<file path="config.mk">
export PLATFORM = sky130hd
export DESIGN_NAME = type_rule_cfg_ctrl
export DESIGN_NICKNAME = d
export VERILOG_FILES = /design/src/rtl/type_rule_cfg_ctrl.sv
export SDC_FILE = /design/constraint.sdc
export NUM_CORES = 1
export LEC_CHECK = 0
export ABC_AREA = 0
export BUFFER_PORTS_ARGS = -buffer_cell sky130_fd_sc_hd__buf_4
export CAP_MARGIN = 30
export CORE_UTILIZATION = 54
export DETAILED_ROUTE_END_ITERATION = 8
export GPL_TIMING_DRIVEN = 1
export PLACE_DENSITY_LB_ADDON = 0.25
export SYNTH_ARGS = -nofsm -noshare
export SYNTH_HDL_FRONTEND = slang
export SYNTH_SLANG_ARGS = --single-unit
</file>
<file path="constraint.sdc">
create_clock -name i_clk -period 2.2 [get_ports i_clk]
set_input_delay 0.44 -clock i_clk [delete_from_list [all_inputs] [get_ports i_clk]]
set_output_delay 0.44 -clock i_clk [all_outputs]
set_load 0.05 [all_outputs]
</file>
<file path="src/rtl/type_rule_cfg_ctrl.sv">
// Type-rule configuration controller.
// Collects 32-bit register-bus writes into a staging image of one type rule.
// On a commit it waits for the parser to go idle, then writes that image into
// one rule slot of one lookup stage with a single-cycle enable.

package parser_pkg;

  localparam int RULE_NUM = 8;

  typedef struct packed {
    logic        typeRule_valid;
    logic [15:0] typeRule_etherType;
    logic [15:0] typeRule_etherTypeMask;
    logic [7:0]  typeRule_protocol;
    logic [7:0]  typeRule_protocolMask;
    logic [3:0]  typeRule_nextState;
  } type_rule_t;

endpackage

module type_rule_cfg_ctrl
  import parser_pkg::*;
#(
  parameter int STAGE_NUM      = 4,
  parameter int IDLE_TIMEOUT   = 1024,
  parameter int CFG_ADDR_WIDTH = 8
) (
  input  logic                                 i_clk,
  input  logic                                 i_rst,
  input  logic                                 i_cfg_valid,
  output logic                                 o_cfg_ready,
  input  logic [CFG_ADDR_WIDTH-1:0]            i_cfg_addr,
  input  logic [31:0]                          i_cfg_data,
  input  logic                                 i_parser_idle,
  output logic [STAGE_NUM-1:0][RULE_NUM-1:0]   o_rule_wren,
  output type_rule_t                           o_type_rule,
  output logic                                 o_busy,
  output logic                                 o_err_range,
  output logic                                 o_err_timeout,
  output logic [15:0]                          o_commit_cnt
);

  localparam int RULE_BITS = $bits(type_rule_t);
  localparam int WORDS     = (RULE_BITS + 31) / 32;
  localparam int WREN_W    = STAGE_NUM * RULE_NUM;
  localparam int CNT_W     = (IDLE_TIMEOUT > 1) ? $clog2(IDLE_TIMEOUT) : 1;

  typedef enum logic [1:0] {
    S_IDLE  = 2'd0,
    S_WAIT  = 2'd1,
    S_WRITE = 2'd2
  } state_t;

  state_t               state;
  logic [RULE_BITS-1:0] stage_bits;
  logic [CNT_W-1:0]     wait_cnt;
  logic [7:0]           lat_stage;
  logic [7:0]           lat_rule;
  logic                 lat_delete;

  logic                 cfg_fire;
  logic                 is_commit;
  logic                 is_errclr_reg;
  logic [7:0]           cmd_rule;
  logic [7:0]           cmd_stage;
  logic                 cmd_delete;
  logic                 cmd_clear;
  logic                 cmd_range_bad;
  logic                 commit_ok;
  logic                 commit_bad;
  logic                 err_clear;
  logic [WORDS-1:0]     word_sel;
  logic [15:0]          wren_idx;
  type_rule_t           write_rule;

  // Decode an accepted bus transfer into staging writes and commit/clear commands
  always_comb begin
    cfg_fire      = i_cfg_valid && o_cfg_ready;
    is_commit     = cfg_fire && (i_cfg_addr == CFG_ADDR_WIDTH'(WORDS));
    is_errclr_reg = cfg_fire && (i_cfg_addr == CFG_ADDR_WIDTH'(WORDS + 1));
    cmd_rule      = i_cfg_data[7:0];
    cmd_stage     = i_cfg_data[15:8];
    cmd_delete    = i_cfg_data[16];
    cmd_clear     = i_cfg_data[17];
    cmd_range_bad = ({24'd0, cmd_stage} >= 32'(STAGE_NUM)) ||
                    ({24'd0, cmd_rule}  >= 32'(RULE_NUM));
    commit_ok     = is_commit && !cmd_clear && !cmd_range_bad;
    commit_bad    = is_commit && !cmd_clear &&  cmd_range_bad;
    err_clear     = is_errclr_reg || (is_commit && cmd_clear);
    for (int k = 0; k < WORDS; k++) begin
      word_sel[k] = cfg_fire && (i_cfg_addr == CFG_ADDR_WIDTH'(k));
    end
  end

  // Staging words; the last word keeps only the bits that belong to the rule
  for (genvar k = 0; k < WORDS; k++) begin : g_stage_word
    localparam int LO = k * 32;
    localparam int HI = ((LO + 32) > RULE_BITS) ? (RULE_BITS - 1) : (LO + 31);

    // Load one staging word when its address is written
    always_ff @(posedge i_clk) begin
      if (i_rst) begin
        stage_bits[HI:LO] <= '0;
      end else if (word_sel[k]) begin
        stage_bits[HI:LO] <= i_cfg_data[HI-LO:0];
      end
    end
  end

  // Rule image to publish, with the valid bit dropped for a delete
  always_comb begin
    write_rule = type_rule_t'(stage_bits);
    if (lat_delete) begin
      write_rule.typeRule_valid = 1'b0;
    end
    wren_idx = 16'(lat_stage) * 16'(RULE_NUM) + 16'(lat_rule);
  end

  // Commit sequencer: accept, wait for parser idle (bounded), then pulse one enable
  always_ff @(posedge i_clk) begin
    if (i_rst) begin
      state         <= S_IDLE;
      o_cfg_ready   <= 1'b1;
      o_busy        <= 1'b0;
      o_rule_wren   <= '0;
      o_type_rule   <= '0;
      o_err_range   <= 1'b0;
      o_err_timeout <= 1'b0;
      o_commit_cnt  <= '0;
      wait_cnt      <= '0;
      lat_stage     <= '0;
      lat_rule      <= '0;
      lat_delete    <= 1'b0;
    end else begin
      o_rule_wren <= '0;
      case (state)
        S_IDLE: begin
          if (err_clear) begin
            o_err_range   <= 1'b0;
            o_err_timeout <= 1'b0;
          end
          if (commit_bad) begin
            o_err_range <= 1'b1;
          end
          if (commit_ok) begin
            lat_stage   <= cmd_stage;
            lat_rule    <= cmd_rule;
            lat_delete  <= cmd_delete;
            wait_cnt    <= '0;
            state       <= S_WAIT;
            o_cfg_ready <= 1'b0;
            o_busy      <= 1'b1;
          end
        end

        S_WAIT: begin
          if (i_parser_idle) begin
            state       <= S_WRITE;
            o_type_rule <= write_rule;
            o_rule_wren <= WREN_W'(1) << wren_idx;
          end else if (wait_cnt == CNT_W'(IDLE_TIMEOUT - 1)) begin
            o_err_timeout <= 1'b1;
            state         <= S_IDLE;
            o_cfg_ready   <= 1'b1;
            o_busy        <= 1'b0;
          end else begin
            wait_cnt <= wait_cnt + 1'b1;
          end
        end

        S_WRITE: begin
          state        <= S_IDLE;
          o_cfg_ready  <= 1'b1;
          o_busy       <= 1'b0;
          o_commit_cnt <= o_commit_cnt + 16'd1;
        end

        default: begin
          state       <= S_IDLE;
          o_cfg_ready <= 1'b1;
          o_busy      <= 1'b0;
        end
      endcase
    end
  end

endmodule

</file>
==> results.md, run 1 <==
- H-tree levels: 4
- Vias/cell: 5.32
- Worst Hold Endpoint: stage_bits[28]
- Share of cells above drive strength 1: 0.250
- Worst slew margin: 0.440
- Avg WL per Cell: around 15 um
- Io pins: 149
- Crit path arrival time: between 2 and 2.5 ns
- Die ar.: 13000 um2
- Rows: 40
- Core area: approximately 12000 um2
- Seq cells post-synth: between 150 and 200
- Port Buffer Count: approximately 150
- Unique masters post-synth: 45
- Total clock sinks: 187
- Fin. max-slew vios: 0
- Flop-to-flop setup slack: approximately 0.22 ns
- Die H: 114 um
- Layout Nets: between 900 and 1000
- N_diodes: 0
- Max rail drop VDD: between 0.0004 and 0.0005 V
- Min setup slack post-route: ~0.22 ns
- Worst-case clock buffer depth: 2
- Slew at the pin closest to its max-slew limit: just over 0.8 ns
- Final std cells w/o fill: roughly 1100
- Worst reg-to-reg path cell count: 5
- Antenna violations before repair: 0
- Area Overhead vs Synth: 28.2%
- Status: finished, final reports clean
- TritonCTS clock tree: yes
- First-pass GRT wire length: approximately 26000 um
- Worst-path maximum fanout: 4
- Num CTS Buffers: 17
- # hold bufs at CTS: 0
- Most common cell after layout, fill and taps aside: dfxtp_1
- Min cycle time layout: 1.98 ns
- Fin Hold WS: 0.267 ns
- Initial DRC Count: 403
- Hold Path Depth: 3
- Synth warnings: 0
- Pre-CTS setup slack: -0.104 ns
- Leak: 3.52 nW
- Worst skew pair latency: 0.42 ns
- Most frequent cells in the layout: 187 x dfxtp_1, 178 x nand2_1, 161 x buf_4
- Inst Count DP: 1046
- Tot GR Track Use: 0.254
- Max-Cap Viols: 0
- Global route total overflow: 0
- GP Congestion: approximately 0.76
- Hold Crit Class: primary input to flop
- Syn Std Cell Area: approximately 6800 um2
- CP Class: flop to flop
- Sequential fraction of the synthesis area: 0.554
- Reg clk slew, reported paths: around 0.070 ns
- Worst hold start: i_cfg_data[28]
- FMAX: roughly 500 MHz
- DRT Pass-1 Iters: 4
- Setup Viol. Count Final: 0
- RSZ-0062 raised after global routing: no
- Final wirelength: around 16000 um
- Root Driver: clkbuf_16
- Largest net degree at the start of global routing: approximately 130
- Die Wd: about 110 um
- Setup crit end kind: flop
- Via Count: roughly 5800
- Crit Reg-Reg Startpoint: lat_stage[4]
- R2R Path End: o_rule_wren[14]
- Final worst-path cycle share: 0.902
- Post-Syn Instances: around 760
- DP HPWL: 10800 um
- Antenna-violating nets left: 0
- Data required time of the critical path: 2.56 ns
- Starting density of the core: 0.558
- Pwr dens: approximately 750 nW/um2
- DRC: 0
- Final Hold Viols: 0
- Syn Area/Cell: roughly 8.9 um2
- Clock skew: around 0.0074 ns
- Worst Setup Start Kind: flop
- Syn_nets: 811
- Vias in the first global route: between 5000 and 6000
==> sequential cells by signal (all words and copies together), names as in the netlist <==
signal / cells
o_busy: 1
lat_stage: 8
state: 2
o_err_range: 1
o_commit_cnt: 16
lat_delete: 1
o_type_rule: 53
lat_rule: 8
o_err_timeout: 1
wait_cnt: 10
o_rule_wren: 32
stage_bits: 53
o_cfg_ready: 1
==> where the power goes <==
group | total (W) | leakage [nW] | internal (W) | switching, W
registers | 0.00338 | 1.51 | 0.00338 | 0.000000771
logic | 0.000159 | 1.73 | 0.0000679 | 0.0000911
clock network | 0.00296 | 0.281 | 0.00160 | 0.00136
total | 0.00651 | 3.52 | 0.00505 | 0.00145
==> logic make-up (layout without fill, tap and decap cells) <==
| family | after synthesis | in the layout | synth area share |
|---|---|---|---|
| compound gates | 116 | 116 | 0.0918 |
| xor+xnor | 13 | 13 | 0.0168 |
| fa+ha+maj | 8 | 8 | 0.0159 |
| buf+inv | 53 | 207 | 0.0344 |
| flops | 187 | 187 | 0.554 |
| mux | 30 | 30 | 0.0446 |
| simple gates | 352 | 352 | 0.242 |
==> worst max-delay path, stage by stage, from the launching register on <==
cell and delay [ns]:
dfxtp_1 0.32, ha_1 0.28, or4_1 0.54, nor3_1 0.40, nand3_1 0.23, nor2_1 0.15
==> cells in the mapped netlist (all sizes together) <==
master	instances	area share
nand4bb	2	0.0033
or2	1	0.00093
o21a	2	0.0022
mux2	1	0.0017
and4bb	1	0.0019
o311ai	1	0.0013
fa	1	0.0030
nand4	10	0.0093
nor2	74	0.041
ha	7	0.013
o221a	1	0.0017
nor2b	4	0.0037
nor3b	4	0.0052
nor3	10	0.0074
a311oi	1	0.0013
buf	14	0.013
and4	3	0.0039
nand3b	2	0.0022
a21oi	96	0.071
o41ai	1	0.0013
xnor2	4	0.0052
nand3	7	0.0052
xor2	9	0.012
inv	10	0.0056
nor4	6	0.0096
o21ai	7	0.0052
dfxtp	187	0.55
and3	11	0.010
mux2i	29	0.043
o31ai	5	0.0056
and2	2	0.0019
nand2	198	0.12
a211oi	2	0.0022
and4b	1	0.0015
or3	6	0.0056
or4	7	0.0083
nand4b	3	0.0039
clkbuf	29	0.016
==> per-layer routing <==
layer,part of all wire,GRT usage,vias up
met5,0,0,-
met4,0.025,0.120,0
met3,0.049,0.0574,31
met2,0.50,0.436,155
met1,0.43,0.302,2746
li1,-,-,2821
==> cell type report <==
| cell class | count | area [um2] |
|---|---|---|
| timing repair buffer | 165 | 1290 |
| multi-input combinational | 519 | 2800 |
| inverter | 10 | 37.5 |
| clock buffer | 17 | 425 |
| sequential | 187 | 3740 |
| tap | 168 | 210 |
| clock inverter | 15 | 154 |
| fill | 919 | 3450 |
==> per-stage QoR <==
stage	total power, W	util	TNS, ns	area, um2
final	0.00651	0.715	0	8660
after CTS	0.00655	0.713	0	8630
after detailed placement	0.00362	0.665	-2.09	8050
after global placement	0.00362	0.665	-1.02	8050
after floorplan	0.00352	-	0	6760
after global routing	0.00670	0.715	0	8660
==> how the worst max path moves through the flow <==
stage,cells past startpoint,end,start
floorplan,5,lat_rule[3],o_cfg_ready
global placement,6,stage_bits[28],i_cfg_addr[5]
detailed placement,6,stage_bits[29],i_cfg_addr[5]
CTS,7,o_rule_wren[5],lat_stage[0]
global route,7,o_rule_wren[23],lat_stage[0]
finish,5,o_rule_wren[14],lat_stage[4]
==> repair_timing <==
action,4_1_cts,5_1_grt
setup buffers,0,3
resized for setup,0,1
endpoints found under the setup margin,0,31
hold endpoints to repair,0,0
(Power assumes the default switching activity.)
==> run 2, diff against run 1 <==
--- a/config.mk
+++ b/config.mk
@@ -8,7 +8,7 @@
 export ABC_AREA = 0
 export BUFFER_PORTS_ARGS = -buffer_cell sky130_fd_sc_hd__buf_4
 export CAP_MARGIN = 30
-export CORE_UTILIZATION = 54
+export CORE_UTILIZATION = 48
 export DETAILED_ROUTE_END_ITERATION = 8
 export GPL_TIMING_DRIVEN = 1
 export PLACE_DENSITY_LB_ADDON = 0.25
==> constraint.sdc (replaced) <==
create_clock -name i_clk -period 1.79 [get_ports i_clk]
set_input_delay 0.358 -clock i_clk [delete_from_list [all_inputs] [get_ports i_clk]]
set_output_delay 0.358 -clock i_clk [all_outputs]
set_load 0.05 [all_outputs]
==> run 2 against run 1 <==
Global-route usage is 3.6 points lower. Core utilization is 3.2 points lower. First-iteration DRC count is 34% lower. Non-clock buffer count is 37 higher. Critical path depth is 4 higher. Clock skew is 0.00064 ns higher. Routed wire length is 0.47% lower. Largest power group unchanged.
==> results.md, run 2 (synthesized netlist as in run 1, its figures left out) <==
- Crit path arrival time: 2.10 ns (-0.24 ns)
- Critical path's slowest cell: dfxtp_2
- Setup crit end kind: flop
- Most frequent cells in the layout: 192 x buf_4, 175 x nand2_1, 175 x dfxtp_1
- Setup Viol. Count Final: 0 (unchanged)
- R2R Path End: o_rule_wren[18]
- Data required time of the critical path: 2.15 ns (-0.41 ns)
- CP Class: flop to flop
- Share of cells above drive strength 1: 0.325 (+0.0748)
- Antenna-violating nets left: 0 (unchanged)
- Flop-to-flop setup slack: 0.05 ns (-0.17 ns)
- Worst Path Buf+Inv: 3 (+3)
- Port Buffer Count: 148 (unchanged)
- Final worst-path cycle share: 0.973 (+0.0713)
- Crit Reg-Reg Startpoint: lat_stage[0]
- Pwr dens: 909 nW/um2 (+21%)
- CP max stage delay: 0.35 ns (-0.19 ns)
- Die H: 121 um (+6.0%)
- Delay-heaviest family, CP: adder cells
- Avg WL per Cell: 14.2 um (-4.4%)
- Vias in the first global route: 5339 (-3.3%)
- Worst-case clock buffer depth: 2 (unchanged)
- Worst hold start: i_cfg_data[19]
- DP HPWL: 10400 um (-2.9%)
- Root Driver: clkbuf_16
- Num CTS Buffers: 17 (unchanged)
- FMAX: 574 MHz (+14%)
- Die Wd: 121 um (+6.0%)
- Layout Nets: 989 (+3.9%)
- Fin. max-slew vios: 0 (unchanged)
- Cell area after layout: 9220 um2 (+6.4%)
- Max rail drop VDD: 0.000627 V (+38%)
- CP dominant cell by count: buf_6
- Worst Setup Start Kind: flop
- Area Overhead vs Synth: 36.4%
- Hold Crit Class: primary input to flop
- Global route total overflow: 0 (unchanged)
- DRC: 0 (unchanged)
- Worst reg-to-reg path cell count: 9 (+4)
- Largest net degree at the start of global routing: 123 (-3.9%)
- Starting density of the core: 0.500 (-0.0576)
- Min cycle time layout: 1.74 ns (-0.242 ns)
- Biggest regs: o_type_rule: 53 flops, stage_bits: 53 flops, o_rule_wren: 32 flops
- Rows: 42 (+5.0%)
- Worst-path maximum fanout: 8 (+4)
- Leak: 3.76 nW (+6.8%)
- Final wirelength: 15900 um (-0.47%)
- Io pins: 149 (unchanged)
- Vias/cell: 5.11 (-3.9%)
- Reg clk slew, reported paths: 0.07 ns (about the same)
- Via Count: 5754 (+0.017%)
- First-pass GRT wire length: 25000 um (-2.9%)
- Final Hold Viols: 0 (unchanged)
- H-tree levels: 4 (unchanged)
- Antenna violations before repair: 0 (unchanged)
- # hold bufs at CTS: 0 (unchanged)
- Worst slew margin: 0.635 (+0.195)
- Inst Count DP: 1091 (+4.3%)
- Worst skew pair latency: 0.42 ns (about the same)
- Core area: 13500 um2 (+12%)
- Most common cell after layout, fill and taps aside: buf_4
- Die ar.: 14600 um2 (+12%)
- RSZ-0062 raised after global routing: yes
- Slew at the pin closest to its max-slew limit: 0.548 ns (-0.282 ns)
- N_diodes: 0 (unchanged)
- GP Congestion: 0.810 (+6.1%)
- Status: finished, final reports clean
- Fin Hold WS: 0.182 ns (-0.0852 ns)
- Dpl cell area: 8370 um2 (+3.9%)
- Hold Path Depth: 3 (unchanged)
- Max-Cap Viols: 0 (unchanged)
- TritonCTS clock tree: yes
- DRT Pass-1 Iters: 4 (unchanged)
- Pre-CTS setup slack: -0.400 ns (-0.296 ns)
- Min setup slack post-route: 0.0480 ns (-0.168 ns)
- CP cell instances: ha_4 > inv_2 > fa_2 > a211oi_2 > mux2_4 > buf_6 > nand4bb_1 > buf_6 > nor2_2
- Worst Hold Endpoint: stage_bits[51]
- Clock skew: 0.00808 ns (+0.000638 ns)
- Total clock sinks: 187 (unchanged)
- Tot GR Track Use: 0.218 (-0.0357)
- Final std cells w/o fill: 1125 (+4.1%)
- Initial DRC Count: 265 (-34%)
- Fill cells: 1104 (+20%)
run 2: changes by cell type in the layout (fill, tap and decap cells not counted), sizes merged:
cell,before,now
buf,165,201
clkinv,5,1
inv,17,13
bufinv,1,4
clkbuf,17,20
clkinvlp,2,4
run 2: layout make-up:
| class | count | area, um2 | area share |
|---|---|---|---|
| repair buffers | 202 | 1610 | 0.175 |
| inverters | 10 | 37.5 | 0.00407 |
| clock inverters | 12 | 185 | 0.0201 |
| well taps | 176 | 220 | 0.0239 |
| clock buffers | 19 | 453 | 0.0491 |
| flip-flops and latches | 187 | 3760 | 0.408 |
| multi-input cells | 519 | 2950 | 0.320 |
run 2: worst min-delay path: cells and delay by family:
kind,cells,cell delay (ns)
mux,1,0.05
simple gates,1,0.07
buf+inv,1,0.08
run 2: what timing repair did:
action | in CTS | in global routing
hold endpoints to repair | 0 | 0
gates cloned | 0 | 1
resized for setup | 13 | 38
endpoints found under the setup margin | 27 | 49
pin swaps | 2 | 10
buffers inserted | 0 | 2
run 2: how the worst max path moves through the flow:
stage,startpoint,endpoint,slack [ns],cells after the start
final,lat_stage[0],o_rule_wren[18],0.05,9
after global routing,lat_stage[0],o_rule_wren[18],-0.02,9
after CTS,lat_stage[4],o_rule_wren[10],0.004,6
after detailed placement,i_cfg_addr[5],stage_bits[30],-0.40,6
after global placement,i_cfg_addr[5],stage_bits[31],-0.37,6
after floorplan,i_cfg_addr[5],stage_bits[3],-0.09,6
run 2: metal layers:
metal | vias up | GRT usage | share of wire
met2 | 134 | 0.370 | 0.49
met1 | 2708 | 0.278 | 0.46
li1 | 2895 | - | -
met3 | 17 | 0.0406 | 0.037
met5 | - | 0 | 0
met4 | 0 | 0.0748 | 0.015
run 2: power breakdown:
group | switching [W] | internal, W | leakage (nW)
Combinational | 0.000115 | 0.000106 | 1.95
Clock | 0.00158 | 0.00242 | 0.299
Sequential | 0.000000884 | 0.00416 | 1.51
run 2: through the flow:
step	util	TNS, ns	power (W)
after floorplan	-	-2.47	0.00432
after global placement	0.620	-16.64	0.00447
after detailed placement	0.620	-17.49	0.00447
after CTS	0.670	0	0.00844
after global routing	0.683	-0.0644	0.00863
final	0.683	0	0.00838
